## src/rtl/div_reconstruct_if.sv

```systemverilog
// Handshake bundle for the dividend-reconstruction unit: operand channel in,
// result channel out, each with its own valid/ready pair.
interface div_reconstruct_if;
   logic       in_valid;
   logic       in_ready;
   logic [2:0] quot;
   logic [2:0] divisor;
   logic [4:0] rem;
   logic       out_valid;
   logic       out_ready;
   logic [4:0] dividend;
   logic       out_of_range;
   logic       err_inconsistent;
   logic       err_divzero;

   modport master (
      output in_valid, quot, divisor, rem, out_ready,
      input  in_ready, out_valid, dividend, out_of_range, err_inconsistent, err_divzero
   );

   modport slave (
      input  in_valid, quot, divisor, rem, out_ready,
      output in_ready, out_valid, dividend, out_of_range, err_inconsistent, err_divzero
   );
endinterface

```

## src/rtl/div_reconstruct.sv

```systemverilog
// Rebuilds a dividend from sign-magnitude quotient, divisor and remainder as
// |q|*|b| + |r| with a 2-step shift-add multiply, flagging impossible operand sets.
module div_reconstruct #(
   parameter bit LAT_FIXED = 1'b1
) (
   input logic              clk,
   input logic              rst,
   div_reconstruct_if.slave bus
);

   typedef enum logic [2:0] {S_IDLE, S_MUL0, S_MUL1, S_ADD, S_DONE} state_e;

   state_e     state_q, state_d;
   logic [2:0] quot_q, quot_d;
   logic [2:0] div_q, div_d;
   logic [4:0] rem_q, rem_d;
   logic [3:0] acc_q, acc_d;
   logic [4:0] dividend_q, dividend_d;
   logic       oor_q, oor_d;
   logic       inc_q, inc_d;
   logic       dz_q, dz_d;

   logic       accept;
   logic [3:0] sum;
   logic       sign;
   logic       div_zero;

   // A remainder can only come from a legal divide if it is padded correctly,
   // smaller than the divisor and shares the quotient's sign whenever both are nonzero.
   function automatic logic calc_inconsistent(input logic [2:0] q,
                                              input logic [2:0] d,
                                              input logic [4:0] r);
      logic bad_pad;
      logic rem_too_big;
      logic sign_clash;
      bad_pad     = (r[3:2] != 2'b00);
      rem_too_big = (d[1:0] != 2'b00) && (r[1:0] >= d[1:0]);
      sign_clash  = (q[1:0] != 2'b00) && (r[1:0] != 2'b00) && (r[4] != (q[2] ^ d[2]));
      return bad_pad || rem_too_big || sign_clash;
   endfunction

   // NOTE: every signal written here gets a default first so no latch is inferred.
   always_comb begin
      state_d    = state_q;
      quot_d     = quot_q;
      div_d      = div_q;
      rem_d      = rem_q;
      acc_d      = acc_q;
      dividend_d = dividend_q;
      oor_d      = oor_q;
      inc_d      = inc_q;
      dz_d       = dz_q;

      accept   = bus.in_valid && (state_q == S_IDLE);
      sum      = acc_q + {2'b00, rem_q[1:0]};
      div_zero = (div_q[1:0] == 2'b00);
      if (sum == 4'd0)               sign = 1'b0;
      else if (quot_q[1:0] != 2'b00) sign = quot_q[2] ^ div_q[2];
      else                           sign = rem_q[4];

      unique case (state_q)
         S_IDLE: begin
            if (accept) begin
               quot_d = bus.quot;
               div_d  = bus.divisor;
               rem_d  = bus.rem;
               if (!LAT_FIXED && (bus.divisor[1:0] == 2'b00)) begin
                  // Divide-by-zero result is fully known from the inputs.
                  dividend_d = 5'b00000;
                  oor_d      = 1'b0;
                  dz_d       = 1'b1;
                  inc_d      = calc_inconsistent(bus.quot, bus.divisor, bus.rem);
                  state_d    = S_DONE;
               end else begin
                  state_d = S_MUL0;
               end
            end
         end
         S_MUL0: begin
            acc_d   = quot_q[0] ? {2'b00, div_q[1:0]} : 4'd0;
            state_d = S_MUL1;
         end
         S_MUL1: begin
            acc_d   = acc_q + (quot_q[1] ? {1'b0, div_q[1:0], 1'b0} : 4'd0);
            state_d = S_ADD;
         end
         S_ADD: begin
            acc_d      = sum;
            dz_d       = div_zero;
            dividend_d = div_zero ? 5'b00000 : {sign, sum};
            oor_d      = !div_zero && (sum > 4'd3);
            inc_d      = calc_inconsistent(quot_q, div_q, rem_q);
            state_d    = S_DONE;
         end
         S_DONE: begin
            if (bus.out_ready) state_d = S_IDLE;
         end
         default: state_d = S_IDLE;
      endcase
   end

   // NOTE: sequential state uses non-blocking assignments so all flops update together.
   always_ff @(posedge clk) begin
      if (rst) begin
         state_q    <= S_IDLE;
         quot_q     <= '0;
         div_q      <= '0;
         rem_q      <= '0;
         acc_q      <= '0;
         dividend_q <= '0;
         oor_q      <= 1'b0;
         inc_q      <= 1'b0;
         dz_q       <= 1'b0;
      end else begin
         state_q    <= state_d;
         quot_q     <= quot_d;
         div_q      <= div_d;
         rem_q      <= rem_d;
         acc_q      <= acc_d;
         dividend_q <= dividend_d;
         oor_q      <= oor_d;
         inc_q      <= inc_d;
         dz_q       <= dz_d;
      end
   end

   assign bus.in_ready         = (state_q == S_IDLE);
   assign bus.out_valid        = (state_q == S_DONE);
   assign bus.dividend         = dividend_q;
   assign bus.out_of_range     = oor_q;
   assign bus.err_inconsistent = inc_q;
   assign bus.err_divzero      = dz_q;

endmodule
```

## src/flat_wrapper.sv

```systemverilog
// flat-port wrapper written by rule: the top's interface ports become plain ports
module div_reconstruct_flat 
#(
   parameter bit LAT_FIXED = 1'b1
)
  (clk, rst, bus_in_valid, bus_quot, bus_divisor, bus_rem, bus_out_ready, bus_in_ready, bus_out_valid, bus_dividend, bus_out_of_range, bus_err_inconsistent, bus_err_divzero);
  div_reconstruct_if bus_i ();
  input logic clk;
  input logic rst;
  input wire logic [$bits(bus_i.in_valid)-1:0] bus_in_valid;
  input wire logic [$bits(bus_i.quot)-1:0] bus_quot;
  input wire logic [$bits(bus_i.divisor)-1:0] bus_divisor;
  input wire logic [$bits(bus_i.rem)-1:0] bus_rem;
  input wire logic [$bits(bus_i.out_ready)-1:0] bus_out_ready;
  output wire logic [$bits(bus_i.in_ready)-1:0] bus_in_ready;
  output wire logic [$bits(bus_i.out_valid)-1:0] bus_out_valid;
  output wire logic [$bits(bus_i.dividend)-1:0] bus_dividend;
  output wire logic [$bits(bus_i.out_of_range)-1:0] bus_out_of_range;
  output wire logic [$bits(bus_i.err_inconsistent)-1:0] bus_err_inconsistent;
  output wire logic [$bits(bus_i.err_divzero)-1:0] bus_err_divzero;
  assign bus_i.in_valid = bus_in_valid;
  assign bus_i.quot = bus_quot;
  assign bus_i.divisor = bus_divisor;
  assign bus_i.rem = bus_rem;
  assign bus_i.out_ready = bus_out_ready;
  assign bus_in_ready = bus_i.in_ready;
  assign bus_out_valid = bus_i.out_valid;
  assign bus_dividend = bus_i.dividend;
  assign bus_out_of_range = bus_i.out_of_range;
  assign bus_err_inconsistent = bus_i.err_inconsistent;
  assign bus_err_divzero = bus_i.err_divzero;
  div_reconstruct #(.LAT_FIXED(LAT_FIXED)) u_core (.clk(clk), .rst(rst), .bus(bus_i));
endmodule
```

## config.mk

```make
export PLATFORM = sky130hd
export DESIGN_NAME = div_reconstruct_flat
export DESIGN_NICKNAME = d
export VERILOG_FILES = /design/src/rtl/div_reconstruct_if.sv /design/src/rtl/div_reconstruct.sv /design/src/flat_wrapper.sv
export SDC_FILE = /design/constraint.sdc
export NUM_CORES = 1
export LEC_CHECK = 0
export ABC_AREA = 0
export BUFFER_PORTS_ARGS = -buffer_cell sky130_fd_sc_hd__buf_2
export CAP_MARGIN = 25
export CORE_MARGIN = 2
export CORE_UTILIZATION = 45
export CTS_CLUSTER_SIZE = 40
export DETAILED_ROUTE_END_ITERATION = 10
export PLACE_DENSITY = 0.67
export SLEW_MARGIN = 0
export SYNTH_ARGS = -nofsm -noshare
export SYNTH_HDL_FRONTEND = slang
export SYNTH_SLANG_ARGS = --single-unit
```

## constraint.sdc

```tcl
create_clock -name clk -period 5.25 [get_ports clk]
set_input_delay 0 -clock clk [delete_from_list [all_inputs] [get_ports clk]]
set_output_delay 0 -clock clk [all_outputs]
set_load 0.03 [all_outputs]
```

=== Word-level counts from Yosys, hierarchy flattened ===
Index checks and enable logic that the tools add are counted.

* Register bits: 26
* Memories: 0
* Output and inout bits: 10
* Latch bits: 0
* Input port bits: 15
* Memory bits (read-only): 0
* RAM bits: 0

* $lt $le $gt $ge: 2
* Reduce and logical (&&, ||, !) cells: 18
* Bitwise operators: 1
* Muxes and demuxes: 9
* Shift operators: 0
* Divide/modulo/power cells: 0
* $mul: 0
* Add/sub/neg operators: 2
* Equal/unequal tests: 7

{| class="wikitable"
|+ Operators with widths
! operator !! count
|-
| $pmux W3 S5 || 1
|-
| $pmux W4 S3 || 1
|-
| $mux W3 || 3
|-
| $reduce_bool A2 Y1 || 4
|-
| $eq A3 B2 Y1 const B || 2
|-
| $logic_and A1 B1 Y1 || 5
|-
| $mux W5 || 1
|-
| $add A4 B2 Y4 || 1
|-
| $add A4 B4 Y4 || 1
|-
| $gt A4 B2 Y1 const B || 1
|-
| $logic_not A4 Y1 || 1
|-
| $reduce_and A2 Y1 || 2
|-
| $eq A3 B1 Y1 const B || 1
|-
| $eq A3 B3 Y1 const B || 1
|-
| $logic_not A3 Y1 || 1
|-
| $reduce_bool A3 Y1 || 1
|-
| $ge A2 B2 Y1 || 1
|-
| $logic_not A2 Y1 || 1
|-
| $logic_or A1 B1 Y1 || 2
|-
| $mux W1 || 2
|-
| $mux W2 || 1
|-
| $ne A2 B1 Y1 const B || 1
|-
| $ne A2 B2 Y1 const B || 1
|-
| $logic_not A1 Y1 || 1
|-
| other kinds (2) || 2
|}

=== Depth between registers and ports, before layout ===
Gate-level depths: netlist of the first run.

* Depth after elaboration: 4
* Gate-level depth with buffers: 7
* Depth with buffers taken out: 7

=== Worst setup path before layout of the first run ===
OpenSTA, ideal clock, no wires.

* Kind: flip-flop to flip-flop
* From: register u_core.state_q[0]
* To: register u_core.div_q[1]
* Library setup time: 0.132 ns
* Data arrival time: 1.621 ns
* Stages on the path, launching flop included: 6
* Data required time: 5.118 ns
* Period minus slack after synthesis: 1.753 ns
* Path slack: 3.497 ns
* Path through: dfxtp_1 -> nor3_1 -> nand2_1 -> clkbuf_1 -> nand2_1 -> a21oi_1

* Word-level cells in the longest chain between the ends: 3

{| class="wikitable"
|+ RTL lines
! item !! line !! text
|-
| from (decl) || div_reconstruct.sv:13 || <nowiki>state_e state_q, state_d;</nowiki>
|-
| from (signal assigned) || div_reconstruct.sv:115 || <nowiki>state_q <= state_d;</nowiki>
|-
| $logic_not A3 Y1 (*) || n/a ||
|-
| named net bus_in_ready || flat_wrapper.sv:15 || <nowiki>output wire logic [$bits(bus_i.in_ready)-1:0] bus_in_ready;</nowiki>
|-
| $logic_and A1 B1 Y1 || div_reconstruct.sv:54 || <nowiki>accept = bus.in_valid && (state_q == S_IDLE);</nowiki>
|-
| $reduce_and A2 Y1 (no source line) (*) || n/a ||
|-
| to (signal assigned) || div_reconstruct.sv:117 || <nowiki>div_q <= div_d;</nowiki>
|-
| to (decl) || div_reconstruct.sv:15 || <nowiki>logic [2:0] div_q, div_d;</nowiki>
|}

The timed path passes the listed nets; every way through them passes the cells marked *.
A chain may end at the register's enable or synchronous reset.

=== Final worst setup path of the first run ===
* From: register u_core.rem_q[0]
* To: register u_core.acc_q[2]

* Word-level cells in the longest chain between the ends: 2

{| class="wikitable"
|+ RTL lines
! item !! line !! text
|-
| from (decl) || div_reconstruct.sv:16 || <nowiki>logic [4:0] rem_q, rem_d;</nowiki>
|-
| from (signal assigned) || div_reconstruct.sv:118 || <nowiki>rem_q <= rem_d;</nowiki>
|-
| $add A4 B2 Y4 || div_reconstruct.sv:55 || <nowiki>sum = acc_q + {2'b00, rem_q[1:0]};</nowiki>
|-
| $pmux W4 S3 || div_reconstruct.sv:61 || <nowiki>unique case (state_q)</nowiki>
|-
| to (signal assigned) || div_reconstruct.sv:109 || <nowiki>acc_q <= '0;</nowiki>
|-
| to (signal assigned) || div_reconstruct.sv:119 || <nowiki>acc_q <= acc_d;</nowiki>
|-
| to (decl) || div_reconstruct.sv:17 || <nowiki>logic [3:0] acc_q, acc_d;</nowiki>
|}

Every way passes these cells.

==> summary.txt, run 1 <==
STA
  • # setup viols final: 0
  • Layout Skew: 6.527 ps
  • Final hold vios: 0
  • Min Tclk post-route: 1843 ps
  • Tcrit/Tclk final: 35.10%
  • Final setup margin: 3407 ps
  • F_max: roughly 0.54 GHz
  • Relative slew slack: a little over two thirds
  • Final TNS setup: 0 ps
  • Fin. max-slew vios: 0
  • RSZ-0062 raised after global routing: false
  • Slew @ Worst Pin: 457.6 ps
  • Worst hold slack: 104.5 ps

Floorplan
  • Die W: 57.75 um
  • Die area: 3335 um^2
  • Area of the core: 2758 um^2
  • Die height: between 50 and 60 um
  • Site Rows: 19
  • Starting Density: 47.14%
  • I/O pin total: 25

Setup path
  • CP required: 5480 ps
  • Max FO, Critical Path: 4
  • CP Launch Type: register
  • CP Cell Sequence: ha_1 -> fa_1 -> xnor2_1 -> o21ai_0 -> o31a_1 -> o221a_2
  • Critical path endpoint category: register
  • Largest delay contributor family on the critical path: adder cells
  • CP peak stage delay: around 500 ps
  • CP Data Arrival Time: between 2000 and 2500 ps
  • Setup CP Type: register to register
  • CP max stage cell: fa_1
  • Buf+Inv Stages, Crit Path: 0

Clock network
  • Cts repair resizes: 0
  • Num CTS Buffers: 3
  • CTS root buffer: clkbuf_4
  • Clk buf depth: 2
  • Number of H-tree levels: 1
  • TritonCTS clock tree: yes
  • Clock tree sinks: 26
  • Clock Latency Late Sink: 320 ps
  • Clock Pin Slew Worst Setup and Hold Paths: 140 ps

Yosys
  • Synth top area cells: dfxtp_1 (40%), nand2_1 (9.8%), a21oi_1 (6.9%)
  • Synth top cells by count: nand2_1 (34), dfxtp_1 (26), a21oi_1 (18)
  • Most frequent cell after synthesis: nand2_1
  • Post-synth EDFFs: 0
  • Sequential fraction of the synthesis area: 40.04%
  • Netlist cell types: 39
  • Post-synth ARST share: 0%
  • Yosys top cell area share: around 40%
  • Syn avg cell area: 8.333 um^2
  • Ys Warns: 0
  • Prevailing post-synth register cell: dfxtp_1
  • Syn Nets: 178
  • Largest area contributor in the netlist: dfxtp_1
  • Mapped cell area: 1300 um^2
  • Syn Inst Count: approximately 160
  • Yosys reg bits: 26

Power and ir drop
  • Sequential Power Share: between 50 and 60%
  • Sw Ratio: around 28%
  • Comb pwr share: 18.9%
  • Leak Pwr: 0.7139 nW
  • PwrDens: 283.2 nW/um^2
  • Max IR drop VDD: roughly 250 uV
  • Clock group share of total power: a little under a third
  • Int Pwr: 0.0003269 W
  • Psw: 0.0001241 W

Global routing
  • First-pass GRT wire length: 4.836 mm
  • Tot GR Track Use: 18.40%
  • Largest net degree at the start of global routing: 25
  • GRT overflow: 0
  • Initial antenna violation count: 0
  • Vias in the first global route: between 1000 and 1500

Route
  • Via count: 1175
  • DRC Markers: 0
  • Total Wirelength: 2.724 mm
  • Vias per Instance: 5.365
  • DRT antenna net count: 0
  • Initial DRC count: 34
  • Routed WL per cell: 12.44 um
  • Pre-Repair DR Iteration Count: 5

Layout
  • Final #Nets: around 210
  • Synthesis-to-layout area growth: 22.52%
  • Ant diodes: 0
  • Area taken by multi-input logic gates: 715.7 um^2
  • FF/Latch Area: 520.5 um^2
  • Share of layout cells above drive strength 1: between 10% and 20%
  • Fill count: 243

Worst hold path
  • Type of the tightest min-delay check: primary input to register

Outcome
  • Outcome: complete, no violations

Placement
  • Pre-CTS WS: 3418 ps
  • GPL Wtd Cong: between 0.7 and 0.8
  • Hpwl dp: ~1.9 mm
  • PortBufs: 24

Job
  • Max cap viols: 0
==> registers in the layout, summed over array words and instances (netlist names) <==
| register | cells |
|---|---|
| u_core.bus.err_inconsistent | 1 |
| u_core.rem_q | 5 |
| u_core.div_q | 3 |
| u_core.state_q | 3 |
| u_core.bus.out_of_range | 1 |
| u_core.acc_q | 4 |
| u_core.bus.dividend | 5 |
| u_core.bus.err_divzero | 1 |
| u_core.quot_q | 3 |
==> final timing paths <==
| check | from | endpoint | slack, ps | depth (start not counted) |
|---|---|---|---|---|
| max | u_core.rem_q[0] | u_core.acc_q[2] | 3410 | 6 |
| max reg2reg | u_core.rem_q[0] | u_core.acc_q[2] | 3410 | 6 |
| min reg2reg | u_core.bus.dividend[1] | u_core.bus.dividend[1] | 450 | 2 |
| min | rst | u_core.bus.dividend[2] | 100 | 2 |
==> cell type report <==
cell class	instances	area share, %
Sequential cell	26	32.68
Timing Repair Buffer	37	15.71
Clock buffer	3	1.414
Tap cell	31	2.435
Multi-Input combinational cell	117	44.93
Clock inverter	1	1.885
Inverter	4	0.9427
==> cell families (layout without fill, tap and decap cells) <==
kind of cell,Yosys count,count (layout),synth area share (%)
compound gates,33,33,16.36
xor+xnor,5,5,3.369
mux,2,2,1.540
buf+inv,13,45,4.908
fa+ha+maj,7,7,7.892
simple gates,70,70,25.89
flops,26,26,40.04
==> cells in the final DEF, fill, tap and decap left out, types with 2 or more instances in the layout <==
cell type / instances
nand2_1: 34
dfxtp_1: 26
buf_2: 24
a21oi_1: 18
dlygate4sd3_1: 13
nor2_1: 11
nor3_1: 8
ha_1: 5
and2_1: 4
inv_1: 4
xnor2_1: 3
clkbuf_4: 3
xor2_1: 2
o21ai_0: 2
nand3b_1: 2
nand2b_1: 2
o22ai_1: 2
mux2i_1: 2
a311oi_1: 2
fa_1: 2
==> power groups by stage <==
stage	combinational [W]	sequential (W)	clock, W
after floorplan	0.0000660	0.000227	0
after global placement	0.0000760	0.000233	0
after detailed placement	0.0000783	0.000233	0
after CTS	0.0000856	0.000229	0.000141
after global routing	0.0000967	0.000233	0.000148
final	0.0000854	0.000229	0.000136
==> metrics by stage <==
| step | total power (W) | instance area, um^2 | instances | utilization [%] |
|---|---|---|---|---|
| finish | 0.0004510 | 1593 | 219 | 57.76 |
| global route | 0.0004768 | 1593 | 219 | 57.76 |
| CTS | 0.0004561 | 1593 | 219 | 57.76 |
| detailed placement | 0.0003114 | 1410 | 202 | 51.13 |
| global placement | 0.0003089 | 1410 | 202 | 51.13 |
| floorplan | 0.0002928 | 1300 | 156 | - |
==> metal layers <==
layer	global-route usage, %	share of wire [%]
met4	5.980	0.88
met3	2.009	2.4
met1	22.02	45
met2	34.09	52
met5	0	0
==> worst reg2reg max path: cells and delay by family, from the launching register on <==
kind / cells / cell delay (ps)
compound gates: 3 / 490
xor+xnor: 1 / 190
fa+ha+maj: 2 / 720
flops: 1 / 360
==> what timing repair did <==
action / in CTS / in global routing
hold buffers: 13 / 0
hold endpoints to repair: 13 / 0
buffers inserted: 0 / 0
(Power assumes the default switching activity.)
==> inputs of run 2 (changes only) <==
--- a/config.mk
+++ b/config.mk
@@ -12,7 +12,7 @@
 export CORE_UTILIZATION = 45
 export CTS_CLUSTER_SIZE = 40
 export DETAILED_ROUTE_END_ITERATION = 10
-export PLACE_DENSITY = 0.67
+export PLACE_DENSITY = 0.7
 export SLEW_MARGIN = 0
 export SYNTH_ARGS = -nofsm -noshare
 export SYNTH_HDL_FRONTEND = slang
==> constraint.sdc (replaced) <==
create_clock -name clk -period 1.5 [get_ports clk]
set_input_delay 0 -clock clk [delete_from_list [all_inputs] [get_ports clk]]
set_output_delay 0 -clock clk [all_outputs]
set_load 0.03 [all_outputs]
==> summary.txt, run 2 (synthesis gave the netlist of run 1 again) <==
Floorplan
  • Die W: 57.75 um (unchanged)
  • Die height: 57.75 um (unchanged)
  • Site Rows: 19 (unchanged)
  • I/O pin total: 25 (unchanged)
  • Die area: 3335 um^2 (unchanged)
  • Starting Density: 47.14% (unchanged)
  • Area of the core: 2758 um^2 (unchanged)

Global routing
  • Initial antenna violation count: 0 (unchanged)
  • Tot GR Track Use: 20.64% (was 18.40%)
  • Grt met3 use: 3.795% (was 2.009%)
  • First-pass GRT wire length: 5.368 mm (was 4.836 mm)
  • Largest net degree at the start of global routing: 19 (was 25)
  • Met2 usage in global routing: 37.50% (was 34.09%)
  • Vias in the first global route: 1261 (was 1131)
  • GRT overflow: 0 (unchanged)
  • Routing usage on met1: 23.42% (was 22.02%)
  • Most Used Layer, Global Route: met2 (unchanged)

Setup path
  • Critical path endpoint category: register (unchanged)
  • Setup CP Type: register to register (unchanged)
  • CP Cell Sequence: and2_4 -> ha_4 -> fa_2 -> o31a_1 -> o221a_2 (was ha_1 -> fa_1 -> xnor2_1 -> o21ai_0 -> o31a_1 -> o221a_2)
  • CP max stage cell: fa_2 (was fa_1)
  • Buf+Inv Stages, Crit Path: 0 (unchanged)
  • Max FO, Critical Path: 2 (was 4)
  • CP Launch Type: register (unchanged)
  • CP required: 1750 ps (was 5480 ps)
  • CP peak stage delay: 400 ps (was 500 ps)
  • Largest delay contributor family on the critical path: adder cells (unchanged)
  • CP Data Arrival Time: 1880 ps (was 2080 ps)

STA
  • # setup viols final: 6 (was 0)
  • Slew @ Worst Pin: 494.4 ps (was 457.6 ps)
  • Layout Skew: 7.719 ps (was 6.527 ps)
  • Min Tclk post-route: 1637 ps (was 1843 ps)
  • Relative slew slack: 66.92% (was 69.49%)
  • RSZ-0062 raised after global routing: true (was false)
  • Final setup margin: -136.8 ps (was 3407 ps)
  • Fin. max-slew vios: 0 (unchanged)
  • Final hold vios: 0 (unchanged)
  • Worst hold slack: 434.9 ps (was 104.5 ps)
  • Tcrit/Tclk final: 109.1% (was 35.10%)
  • F_max: 0.6109 GHz (was 0.5427 GHz)

Power and ir drop
  • Leak Pwr: 0.8043 nW (was 0.7139 nW)
  • Sw Ratio: 29.33% (was 27.51%)
  • Clock group share of total power: 28.6% (was 30.2%)
  • Max IR drop VDD: 594.5 uV (was 245.7 uV)
  • PwrDens: 952.6 nW/um^2 (was 283.2 nW/um^2)
  • Sequential Power Share: 46.3% (was 50.8%)
  • Int Pwr: 0.001224 W (was 0.0003269 W)
  • Psw: 0.0005079 W (was 0.0001241 W)
  • Comb pwr share: 25.1% (was 18.9%)

Clock network
  • CTS root buffer: clkbuf_4 (unchanged)
  • Clk buf depth: 2 (unchanged)
  • Clock Latency Late Sink: 330 ps (was 320 ps)
  • Num CTS Buffers: 3 (unchanged)
  • Clock Pin Slew Worst Setup and Hold Paths: 150 ps (was 140 ps)
  • TritonCTS clock tree: yes (unchanged)
  • Number of H-tree levels: 1 (unchanged)
  • Clock tree sinks: 26 (unchanged)

Route
  • Via count: 1286 (was 1175)
  • Vias per Instance: 5.496 (was 5.365)
  • Initial DRC count: 42 (was 34)
  • Routed WL per cell: 14.56 um (was 12.44 um)
  • Total Wirelength: 3.406 mm (was 2.724 mm)
  • Pre-Repair DR Iteration Count: 4 (was 5)
  • DRC Markers: 0 (unchanged)
  • DRT antenna net count: 0 (unchanged)

Placement
  • GPL Wtd Cong: 0.8078 (was 0.7976)
  • Cell Area, Placed: 1521 um^2 (was 1410 um^2)
  • PortBufs: 24 (unchanged)
  • Hpwl dp: 2.169 mm (was 1.884 mm)

Job
  • Max cap viols: 0 (unchanged)

Layout
  • Ant diodes: 0 (unchanged)
  • Finished Core Util: 65.93% (was 57.76%)
  • Share of layout cells above drive strength 1: 34.98% (was 15.96%)
  • Synthesis-to-layout area growth: 39.85% (was 22.52%)
  • Fin area: 1818 um^2 (was 1593 um^2)
  • Final #Nets: 226 (was 211)
  • Commonest non-fill, non-tap cell in the layout: nand2_1 (unchanged)
  • Commonest cells after routing, fill and taps aside: nand2_1 (32), buf_2 (24), dfxtp_1 (18) (was nand2_1 (34), dfxtp_1 (26), buf_2 (24))

Outcome
  • Outcome: finished, violations left (was complete, no violations)
  • Failing checks: setup timing

Worst hold path
  • Type of the tightest min-delay check: primary input to register (unchanged)
## run 2: cell count changes in the layout (fill, tap and decap cells not counted), moves of 5 or more
| cell | before | now |
|---|---|---|
| nor3_2 | 0 | 5 |
| dfxtp_1 | 26 | 18 |
| dfxtp_2 | 0 | 8 |
| nor3_1 | 8 | 3 |
| buf_4 | 0 | 14 |
## run 2: metrics by stage
step	power, W	setup WS [ps]	TNS (ps)	std cells
final	0.001732	-136.8	-462.9	234
after global routing	0.001825	-176.7	-809.5	234
after CTS	0.001684	-141.3	-516.2	231
after detailed placement	0.001148	-174.9	-642.0	213
after global placement	0.001132	-114.6	-366.1	213
after floorplan	0.001034	-139.1	-217.9	156
## run 2: per-layer routing
metal  vias to the layer above  wire length [um]
met1                       604              1393
met4                         0                44
met2                        43              1760
met5                         -                 0
met3                         7               208
li1                        632                 -
## run 2: repair_timing
| item | 4_1_cts | 5_1_grt |
|---|---|---|
| hold buffers | 14 | 0 |
| buffers inserted | 0 | 3 |
| hold endpoints to repair | 17 | 0 |
| setup endpoints to repair | 8 | 19 |
| resized for setup | 12 | 11 |
| pin swaps | 2 | 6 |
## run 2: layout make-up
type,instances,area [um^2]
Clock buffer,3,22.52
Clock inverter,1,30.03
Fill cell,217,939.7
Inverter,4,15.01
Multi-Input combinational cell,117,815.8
Sequential cell,26,530.5
Tap cell,31,38.79
Timing Repair Buffer,52,365.4
## run 2: power groups by stage
stage	Combinational, W	Sequential, W	Clock (W)
2_1_floorplan	0.000235	0.000799	0
3_3_place_gp	0.000328	0.000803	0
3_5_place_dp	0.000340	0.000808	0
4_1_cts	0.000383	0.000799	0.000503
5_1_grt	0.000480	0.000810	0.000535
6_report	0.000434	0.000802	0.000496
## run 2: worst reg2reg max path, stage by stage (launching register included)
cell and delay, ps:
dfxtp_2 350, and2_4 150, ha_4 150, fa_2 400, o31a_1 240, o221a_2 270
## run 2: path summary, 6_finish.rpt
kind,endpoint,from,slack [ps],cells past startpoint
setup / recovery,u_core.acc_q[2],u_core.div_q[0],-140,5
hold reg to reg,u_core.bus.dividend[3],u_core.bus.dividend[3],470,2
setup reg to reg,u_core.acc_q[2],u_core.div_q[0],-140,5
hold / removal,u_core.div_q[2],bus_divisor[2],430,4
